--- src/rtl/accel_spi_reader_if.sv ---
// Signal bundle between the ADXL345 X-axis reader and its consumer/board pins.
// The slave modport is the reader itself; master is the side that drives enable and MISO.
interface accel_spi_reader_if;
    logic       enable;
    logic       spi_miso;
    logic       spi_cs_n;
    logic       spi_sclk;
    logic       spi_mosi;
    logic [9:0] a_num;
    logic       a_valid;
    logic       init_done;
    logic       busy;

    modport master (
        output enable, spi_miso,
        input  spi_cs_n, spi_sclk, spi_mosi, a_num, a_valid, init_done, busy
    );

    modport slave (
        input  enable, spi_miso,
        output spi_cs_n, spi_sclk, spi_mosi, a_num, a_valid, init_done, busy
    );
endinterface

--- src/rtl/accel_spi_reader.sv ---
// SPI mode-3 master that configures an ADXL345 and periodically reads the 10-bit X sample.
// Optional macro ACCEL_AVG_EN: report the running mean of the last four samples instead of raw.
module accel_spi_reader #(
    parameter int CLK_DIV    = 25,
    parameter int SAMPLE_DIV = 500000,
    parameter int CS_GAP     = 4
) (
    input  logic                 clk,
    input  logic                 rst,
    accel_spi_reader_if.slave    bus
);
    localparam int DIV_MAX = (CLK_DIV > CS_GAP) ? CLK_DIV : CS_GAP;
    localparam int DIV_W   = $clog2(DIV_MAX) + 1;
    localparam int CNT_W   = $clog2(SAMPLE_DIV) + 1;

    typedef enum logic [2:0] {
        S_IDLE, S_INIT_FMT, S_INIT_PWR, S_WAIT_TICK, S_READ_X, S_UPDATE
    } state_t;

    typedef enum logic [2:0] {
        E_IDLE, E_LEAD, E_LOW, E_HIGH, E_TAIL, E_GAP
    } eng_t;

    state_t           state_q, state_d;
    logic             launched_q, launched_d;
    logic [CNT_W-1:0] cnt_q, cnt_d;
    logic             tick;

    eng_t             eng_q, eng_d;
    logic [DIV_W-1:0] div_q, div_d;
    logic [4:0]       bits_q, bits_d;
    logic [23:0]      tx_q, tx_d;
    logic [9:0]       rx_q, rx_d;
    logic             cs_n_q, cs_n_d;
    logic             sclk_q, sclk_d;
    logic             done_q, done_d;
    logic             div_last;

    logic             start;
    logic [23:0]      start_word;
    logic [4:0]       start_bits;

    logic [9:0]       raw_x;
    logic [9:0]       a_num_q, a_num_d;
    logic             a_valid_q, a_valid_d;
    logic             init_done_q;

    assign tick     = (cnt_q == CNT_W'(SAMPLE_DIV - 1));
    assign div_last = (div_q == DIV_W'(CLK_DIV - 1));

    // ---------------- control FSM: state register ----------------
    always_ff @(posedge clk or negedge rst) begin
        if (!rst) begin
            state_q    <= S_IDLE;
            launched_q <= 1'b0;
            cnt_q      <= '0;
        end else begin
            state_q    <= state_d;
            launched_q <= launched_d;
            cnt_q      <= cnt_d;
        end
    end

    // ---------------- control FSM: next state ----------------
    always_comb begin
        state_d = state_q;
        unique case (state_q)
            S_IDLE:      if (bus.enable) state_d = init_done_q ? S_WAIT_TICK : S_INIT_FMT;
            S_INIT_FMT:  if (done_q) state_d = bus.enable ? S_INIT_PWR : S_IDLE;
            S_INIT_PWR:  if (done_q) state_d = bus.enable ? S_WAIT_TICK : S_IDLE;
            S_WAIT_TICK: begin
                if (!bus.enable)  state_d = S_IDLE;
                else if (tick)    state_d = S_READ_X;
            end
            S_READ_X:    if (done_q) state_d = S_UPDATE;
            S_UPDATE:    state_d = S_WAIT_TICK;
            default:     state_d = S_IDLE;
        endcase

        launched_d = launched_q;
        if (done_q)     launched_d = 1'b0;
        else if (start) launched_d = 1'b1;

        // Sample timer runs only while periodic reads are active; ticks during READ_X are lost.
        cnt_d = cnt_q;
        if (state_q inside {S_WAIT_TICK, S_READ_X, S_UPDATE})
            cnt_d = tick ? '0 : cnt_q + CNT_W'(1);
    end

    // ---------------- control FSM: outputs ----------------
    always_comb begin
        start_word = 24'h000000;
        start_bits = 5'd15;
        unique case (state_q)
            S_INIT_FMT: start_word = 24'h310000;
            S_INIT_PWR: start_word = 24'h2D0800;
            S_READ_X: begin
                start_word = 24'hF20000;
                start_bits = 5'd23;
            end
            default: ;
        endcase
        start = (state_q inside {S_INIT_FMT, S_INIT_PWR, S_READ_X})
                && (eng_q == E_IDLE) && !launched_q;
    end

    // ---------------- SPI bit engine ----------------
    always_ff @(posedge clk or negedge rst) begin
        if (!rst) begin
            eng_q  <= E_IDLE;
            div_q  <= '0;
            bits_q <= '0;
            tx_q   <= '0;
            rx_q   <= '0;
            cs_n_q <= 1'b1;
            sclk_q <= 1'b1;
            done_q <= 1'b0;
        end else begin
            eng_q  <= eng_d;
            div_q  <= div_d;
            bits_q <= bits_d;
            tx_q   <= tx_d;
            rx_q   <= rx_d;
            cs_n_q <= cs_n_d;
            sclk_q <= sclk_d;
            done_q <= done_d;
        end
    end

    always_comb begin
        eng_d  = eng_q;
        div_d  = div_q;
        bits_d = bits_q;
        tx_d   = tx_q;
        rx_d   = rx_q;
        cs_n_d = cs_n_q;
        sclk_d = sclk_q;
        done_d = 1'b0;
        unique case (eng_q)
            E_IDLE: if (start) begin
                eng_d  = E_LEAD;
                cs_n_d = 1'b0;
                tx_d   = start_word;
                bits_d = start_bits;
                div_d  = '0;
            end
            E_LEAD: begin
                div_d = div_q + DIV_W'(1);
                if (div_last) begin
                    eng_d  = E_LOW;
                    sclk_d = 1'b0;
                    div_d  = '0;
                end
            end
            E_LOW: begin
                div_d = div_q + DIV_W'(1);
                if (div_last) begin
                    eng_d  = E_HIGH;
                    sclk_d = 1'b1;
                    div_d  = '0;
                    // Skip DATAX1[7:2]: the shifter then ends holding {DATAX0, DATAX1[1:0]}.
                    if (!(bits_q inside {[5'd2:5'd7]}))
                        rx_d = {rx_q[8:0], bus.spi_miso};
                end
            end
            E_HIGH: begin
                div_d = div_q + DIV_W'(1);
                if (div_last) begin
                    div_d = '0;
                    if (bits_q == 5'd0) begin
                        eng_d = E_TAIL;
                    end else begin
                        eng_d  = E_LOW;
                        bits_d = bits_q - 5'd1;
                        sclk_d = 1'b0;
                        tx_d   = {tx_q[22:0], 1'b0};
                    end
                end
            end
            E_TAIL: begin
                div_d = div_q + DIV_W'(1);
                if (div_last) begin
                    eng_d  = E_GAP;
                    cs_n_d = 1'b1;
                    done_d = 1'b1;
                    div_d  = '0;
                end
            end
            E_GAP: begin
                div_d = div_q + DIV_W'(1);
                if (div_q == DIV_W'(CS_GAP - 1)) begin
                    eng_d = E_IDLE;
                    div_d = '0;
                end
            end
            default: eng_d = E_IDLE;
        endcase
    end

    assign raw_x = {rx_q[1:0], rx_q[9:2]};

    // ---------------- sample output ----------------
`ifdef ACCEL_AVG_EN
    logic [9:0]  win [4];
    logic [11:0] win_sum;
    logic [1:0]  fill_q;

    assign win[0] = raw_x;

    for (genvar gi = 1; gi < 4; gi++) begin : g_hist
        logic [9:0] h_q;
        always_ff @(posedge clk or negedge rst) begin
            if (!rst)                   h_q <= '0;
            else if (state_q == S_UPDATE) h_q <= win[gi-1];
        end
        assign win[gi] = h_q;
    end

    always_comb begin
        win_sum = '0;
        for (int i = 0; i < 4; i++)
            win_sum = win_sum + {{2{win[i][9]}}, win[i]};
    end

    always_ff @(posedge clk or negedge rst) begin
        if (!rst)                     fill_q <= '0;
        else if (state_q == S_UPDATE && fill_q != 2'd3) fill_q <= fill_q + 2'd1;
    end

    // Dropping the two LSBs of the signed sum is the floor division by four.
    always_comb begin
        a_num_d   = a_num_q;
        a_valid_d = 1'b0;
        if (state_q == S_UPDATE) begin
            a_num_d   = win_sum[11:2];
            a_valid_d = (fill_q == 2'd3);
        end
    end
`else
    always_comb begin
        a_num_d   = a_num_q;
        a_valid_d = 1'b0;
        if (state_q == S_UPDATE) begin
            a_num_d   = raw_x;
            a_valid_d = 1'b1;
        end
    end
`endif

    always_ff @(posedge clk or negedge rst) begin
        if (!rst) begin
            a_num_q     <= '0;
            a_valid_q   <= 1'b0;
            init_done_q <= 1'b0;
        end else begin
            a_num_q   <= a_num_d;
            a_valid_q <= a_valid_d;
            if (state_q == S_INIT_PWR && done_q)
                init_done_q <= 1'b1;
        end
    end

    assign bus.spi_cs_n  = cs_n_q;
    assign bus.spi_sclk  = sclk_q;
    assign bus.spi_mosi  = cs_n_q | tx_q[23];
    assign bus.a_num     = a_num_q;
    assign bus.a_valid   = a_valid_q;
    assign bus.init_done = init_done_q;
    assign bus.busy      = (eng_q != E_IDLE);
endmodule
--- src/flat_wrapper.sv ---
// flat-port wrapper written by rule: the top's interface ports become plain ports
module accel_spi_reader_flat 
#(
    parameter int CLK_DIV    = 25,
    parameter int SAMPLE_DIV = 500000,
    parameter int CS_GAP     = 4
)
  (clk, rst, bus_enable, bus_spi_miso, bus_spi_cs_n, bus_spi_sclk, bus_spi_mosi, bus_a_num, bus_a_valid, bus_init_done, bus_busy);
  accel_spi_reader_if bus_i ();
  input  logic clk;
  input  logic rst;
  input wire logic [$bits(bus_i.enable)-1:0] bus_enable;
  input wire logic [$bits(bus_i.spi_miso)-1:0] bus_spi_miso;
  output wire logic [$bits(bus_i.spi_cs_n)-1:0] bus_spi_cs_n;
  output wire logic [$bits(bus_i.spi_sclk)-1:0] bus_spi_sclk;
  output wire logic [$bits(bus_i.spi_mosi)-1:0] bus_spi_mosi;
  output wire logic [$bits(bus_i.a_num)-1:0] bus_a_num;
  output wire logic [$bits(bus_i.a_valid)-1:0] bus_a_valid;
  output wire logic [$bits(bus_i.init_done)-1:0] bus_init_done;
  output wire logic [$bits(bus_i.busy)-1:0] bus_busy;
  assign bus_i.enable = bus_enable;
  assign bus_i.spi_miso = bus_spi_miso;
  assign bus_spi_cs_n = bus_i.spi_cs_n;
  assign bus_spi_sclk = bus_i.spi_sclk;
  assign bus_spi_mosi = bus_i.spi_mosi;
  assign bus_a_num = bus_i.a_num;
  assign bus_a_valid = bus_i.a_valid;
  assign bus_init_done = bus_i.init_done;
  assign bus_busy = bus_i.busy;
  accel_spi_reader #(.CLK_DIV(CLK_DIV), .SAMPLE_DIV(SAMPLE_DIV), .CS_GAP(CS_GAP)) u_core (.clk(clk), .rst(rst), .bus(bus_i));
endmodule
--- config.mk ---
export PLATFORM = sky130hd
export DESIGN_NAME = accel_spi_reader_flat
export DESIGN_NICKNAME = d
export VERILOG_FILES = /design/src/rtl/accel_spi_reader_if.sv /design/src/rtl/accel_spi_reader.sv /design/src/flat_wrapper.sv
export SDC_FILE = /design/constraint.sdc
export NUM_CORES = 1
export LEC_CHECK = 0
export CORE_UTILIZATION = 45
export CTS_CLUSTER_DIAMETER = 30
export DETAILED_ROUTE_END_ITERATION = 10
export HOLD_SLACK_MARGIN = 0.06
export PLACE_DENSITY = 0.66
export SLEW_MARGIN = 20
export SYNTH_ARGS = -nofsm -noshare
export SYNTH_HDL_FRONTEND = slang
export SYNTH_SLANG_ARGS = --single-unit
--- constraint.sdc ---
create_clock -name clk -period 2.3 [get_ports clk]
set_clock_uncertainty 0.15 [all_clocks]
set_input_delay 0.46 -clock clk [delete_from_list [all_inputs] [get_ports clk]]
set_output_delay 0.46 -clock clk [all_outputs]
set_load 0.02 [all_outputs]
==> Yosys cells after proc, flatten, opt, wreduce, memory -nomap -nowiden <==
Cells that the tools add are included.
{ "op_classes": {"magnitude_cmp": 2, "bitwise_logic": 2, "mux": 45, "add_sub_neg": 3, "n_reduce_logical": 24, "eq_ne": 25} }
{ "ops": {"columns": ["operator", "n"], "rows": [
  ["2-to-1 mux 24 bit", 3],
  ["case mux 24 bit (3 select lines)", 1],
  ["case mux 24 bit (2 select lines)", 1],
  ["2-to-1 mux 3 bit", 13],
  ["case mux 3 bit (6 select lines)", 2],
  ["adder 20 x 1 -> 20 bit (second input constant)", 1],
  ["equality test 20 x 19 -> 1 bit (second input constant)", 1],
  ["2-to-1 mux 20 bit", 1],
  ["2-to-1 mux 5 bit", 4],
  ["2-to-1 mux 6 bit", 3],
  ["inequality test 2 x 1 -> 1 bit (second input constant)", 9],
  ["case mux 6 bit (3 select lines)", 1],
  ["nonzero test 3 bit", 5],
  ["equality test 3 x 2 -> 1 bit (second input constant)", 4],
  ["equality test 3 bit (second input constant)", 4],
  ["2-to-1 mux 1 bit", 10],
  ["case mux 5 bit (2 select lines)", 1],
  ["AND reduction 5 bit", 2],
  ["adder 6 x 1 -> 6 bit (second input constant)", 1],
  ["equality test 3 x 1 -> 1 bit (second input constant)", 2],
  ["equality test 6 x 2 -> 1 bit (second input constant)", 1],
  ["equality test 6 x 5 -> 1 bit (second input constant)", 1],
  ["zero test 3 bit", 2],
  ["2-to-1 mux 2 bit", 3],
  ["18 further kinds", 25]
]} }
{ "totals": {"reg_bits": 87, "out_inout_bits": 16, "wordCells": 115} }

==> Longest topological paths before layout <==
{ "logic_depth": {"ltp_word": 6, "ltp_mapped": 8} }

==> Worst setup path after synthesis <==
OpenSTA, ideal clock, no wires.
{ "synth_path": {"path_kind": "register to register", "start": "register u_core.bits_q[0]", "end": "register u_core.rx_q[0]", "arrival_time_ns": 1.822, "stages_incl_launch_ff": 8, "path_slack_ns": 0.203, "period_less_slack_ns": 2.097, "t_required_ns": 2.025, "n_path_buf": 1, "path_cell_list": "dfrtp_1 -> inv_1 -> ha_1 -> nor3_1 -> nor4_1 -> or4b_1 -> buf_6 -> mux2_4"} }
{ "synth_between": {"elab_chain_len": 4, "elab_cells_between_ends": 5, "cone_classes": "order compare (2); bitwise (1); reduce/logical (2)"} }
{ "synth_rtl": {"columns": ["item", "line_no", "text"], "rows": [
  ["start: declaration", "accel_spi_reader.sv:31", "logic [4:0] bits_q, bits_d;"],
  ["start signal: assignment", "accel_spi_reader.sv:121", "bits_q <= bits_d;"],
  [">= comparator 5 x 2 -> 1 bit or <= comparator 5 x 3 -> 1 bit (tied branches)", "accel_spi_reader.sv:162", "if (!(bits_q inside {[5'd2:5'd7]}))"],
  ["logical AND 1 bit *", "accel_spi_reader.sv:162", null],
  ["NOT 1 bit (no source line) *", null, null],
  ["AND reduction 3 bit (no source line) *", null, null],
  ["end signal: assignment", "accel_spi_reader.sv:123", "rx_q <= rx_d;"],
  ["end: declaration", "accel_spi_reader.sv:33", "logic [9:0] rx_q, rx_d;"]
]} }
Every way passes the cells marked *; elsewhere a longest branch is shown, timed or not.
A chain may end at the register's enable or synchronous reset.

==> Worst setup path after layout <==
{ "layout_path": {"start": "register u_core.cs_n_q (netlist: u_core.bus.spi_cs_n)", "end": "output port bus_spi_mosi"} }
{ "layout_between": {"elab_chain_len": 1} }
{ "layout_rtl": {"columns": ["item", "line_no", "text"], "rows": [
  ["start: declaration", "accel_spi_reader.sv:34", "logic cs_n_q, cs_n_d;"],
  ["start signal: assignment", "accel_spi_reader.sv:124", "cs_n_q <= cs_n_d;"],
  ["OR 1 bit", "accel_spi_reader.sv:265", "assign bus.spi_mosi = cs_n_q | tx_q[23];"],
  ["end: declaration", "flat_wrapper.sv:16", "output wire logic [$bits(bus_i.spi_mosi)-1:0] bus_spi_mosi;"]
]} }
Every way passes these cells.

==> flow_summary.json <==
{
  "drc": 0,
  "start_util_pct": 47.0,
  "root_buffer": "clkbuf_8",
  "crit_chain": "or2_2 -> clkdlybuf4s50_1",
  "crit_path_max_fanout": 4,
  "synth-seq-area-share_pct": 51.9,
  "setup_viol_count_final": 0,
  "async_reset_ff_share_pct": 100,
  "overflow": 0,
  "start_kind": "flip-flop",
  "die_area_mm2": 0.00851,
  "slew_viol_final": 0,
  "powerDensity_mw_per_mm2": 550,
  "hold_ws_ns": 0.322,
  "maxSlewHeadroom_pct": 57.6,
  "slowest_stage": "clkdlybuf4s50_1",
  "drive_gt1_share_pct": 19.5,
  "status": "finished, final reports clean",
  "postCtsSetupBuffers": 0,
  "wire_per_inst_um": 13.9,
  "vias": 2585,
  "total_leakage_power_nw": 1.96,
  "cpPeakStageDelay_ns": 0.59,
  "mostFrequentLayoutCell": "dfrtp_1",
  "hold_violations": 0,
  "worstSetupPathType": "flip-flop to output port",
  "min_period_ns": 2.22,
  "ys_seq_elements": 76,
  "vias_per_cell": 5.43,
  "grt_max_degree": 51,
  "worst_ir_drop_vdd_mv": 0.245,
  "insertion_delay_ns": 0.36,
  "cp_num_buf_inv": 1,
  "yosys_most_used_dff": "dfrtp_1",
  "finalCritPeriodShare_pct": 96.5,
  "area_growth_syn_to_layout_pct": 16.4,
  "worstMarginPinSlew_ns": 0.630,
  "io_buffers": 19,
  "path_delay_family": "buffers and inverters",
  "clkSinkCount": 76,
  "dp.final_hpwl_mm": 4.61,
  "grt_pass1_vias": 2424,
  "synth_edf_count": 0,
  "synthesis.nets": 345,
  "first_pass_iters": 4,
  "cts_buffers": 9,
  "cts_htree_levels": 3,
  "max_freq_mhz": 450,
  "n_antenna_cell": 0,
  "min_path_type": "flip-flop to flip-flop",
  "syn-instance-count": 334,
  "drv_cap": 0,
  "track_usage_pct": 17.2,
  "cts_buffer_depth": 2,
  "ios": 20,
  "grt_first_pass_wirelength_mm": 11.4,
  "drtIter0Drc": 107,
  "totalWireLength_mm": 6.64,
  "routabilityCongestion": 0.831,
  "layout_common_cells": "dfrtp_1, nor2_1, nand2_1, clkdlybuf4s50_1, buf_4",
  "ant_nets": 0,
  "setup_tns_ns": 0,
  "cp.required_ns": 1.69,
  "postSynthAreaPerCell_um2": 11.0,
  "netlist_area_mm2": 0.00367,
  "synth_warnings": 0,
  "core_area_mm2": 0.00781,
  "die_w_um": 92.3,
  "cts_tree": "built",
  "arrival_ns": 1.61,
  "clk_pin_slew_worst_paths_ns": 0.09,
  "placed_cells": 459,
  "nFillCells": 702,
  "row_count": 32,
  "critPathCaptureType": "output port",
  "rsz0062_at_grt": "false",
  "synth.distinct_cells": 57,
  "fp.dieH_um": 92.3,
  "antenna_found_initial": 0,
  "finalNetCount": 380,
  "layoutNonFillerInstCount": 476
}
## layout make-up
cell class / count / area (µm²) / share of cell area [%]
clock buffers: 9 / 124 / 2.90
multi-input cells: 234 / 1670 / 39.0
inverters: 10 / 37.5 / 0.879
clock inverters: 7 / 63.8 / 1.49
well taps: 102 / 128 / 2.99
repair buffers: 38 / 348 / 8.15
flip-flops and latches: 76 / 1900 / 44.6
## report_power, final
group | internal [mW] | switching, mW
clock network | 0.416 | 0.559
logic | 0.0101 | 0.0280
registers | 1.34 | 0.000819
## flip-flops by register name (all words and copies together), names as in the netlist
register	count
u_core.bus.spi_cs_n	1
u_core.bus.init_done	1
u_core.div_q	6
u_core.bus.a_num	10
u_core.done_q	1
u_core.bus.a_valid	1
u_core.tx_q	13
u_core.state_q	3
u_core.bus.spi_sclk	1
u_core.launched_q	1
u_core.rx_q	10
u_core.cnt_q	20
u_core.bits_q	5
u_core.eng_q	3
## metal layers
layer  vias up  part of all wire, %  track usage [%]
li1       1256                    -                -
met4         0                  1.2             5.86
met5         -                    0                0
met1      1283                   50             23.7
met2        37                   46             25.7
met3         9                  2.8             5.22
## cells by family after synthesis
group,after synthesis,share of synthesized area (%)
compound gates,65,11.9
xor+xnor,20,4.78
fa+ha+maj,7,2.39
buf+inv,24,2.90
flops,76,51.9
mux,24,8.29
simple gates,118,17.8
## synth_stat cells (all sizes together), types with 6 or more instances
library cell / n / area [µm²]
dfrtp: 74 / 1850
nor2: 28 / 108
nand2: 25 / 93.8
mux2: 21 / 274
a21oi: 18 / 97.6
nand3: 16 / 80.1
o21ai: 15 / 75.1
xnor2: 12 / 105
inv: 10 / 37.5
buf: 8 / 46.3
nand3b: 8 / 67.6
xor2: 8 / 70.1
and3: 7 / 48.8
ha: 7 / 87.6
a221o: 6 / 60.1
clkbuf: 6 / 22.5
## metrics by stage
step	util, %	area (µm²)	worst slack, ns	power (mW)
global placement	52.0	4060	0.120	1.40
global route	54.7	4270	0.0229	2.45
CTS	54.5	4260	0.0495	2.39
detailed placement	52.0	4060	0.0553	1.40
finish	54.7	4270	0.0795	2.35
floorplan	-	3670	0.203	1.37
## path summary, 6_finish.rpt
kind                       cells after the start  slack [ns]                to                start
max in group asynchronous                      3        1.02   u_core.cnt_q[4]                  rst
max                                            2        0.08      bus_spi_mosi  u_core.bus.spi_cs_n
min in group asynchronous                      2        0.39   u_core.tx_q[13]                  rst
min                                            1        0.32  u_core.cnt_q[19]     u_core.cnt_q[19]
max reg2reg                                    7        0.11    u_core.rx_q[0]     u_core.bits_q[0]
min reg2reg                                    1        0.32  u_core.cnt_q[19]     u_core.cnt_q[19]
## what timing repair did
item / CTS / global route
hold buffers: 1 / 0
hold endpoints to repair: 24 / 0
endpoints found under the setup margin: 1 / 11
gates resized for setup: 1 / 3
Power figures use the tool's default switching activity.
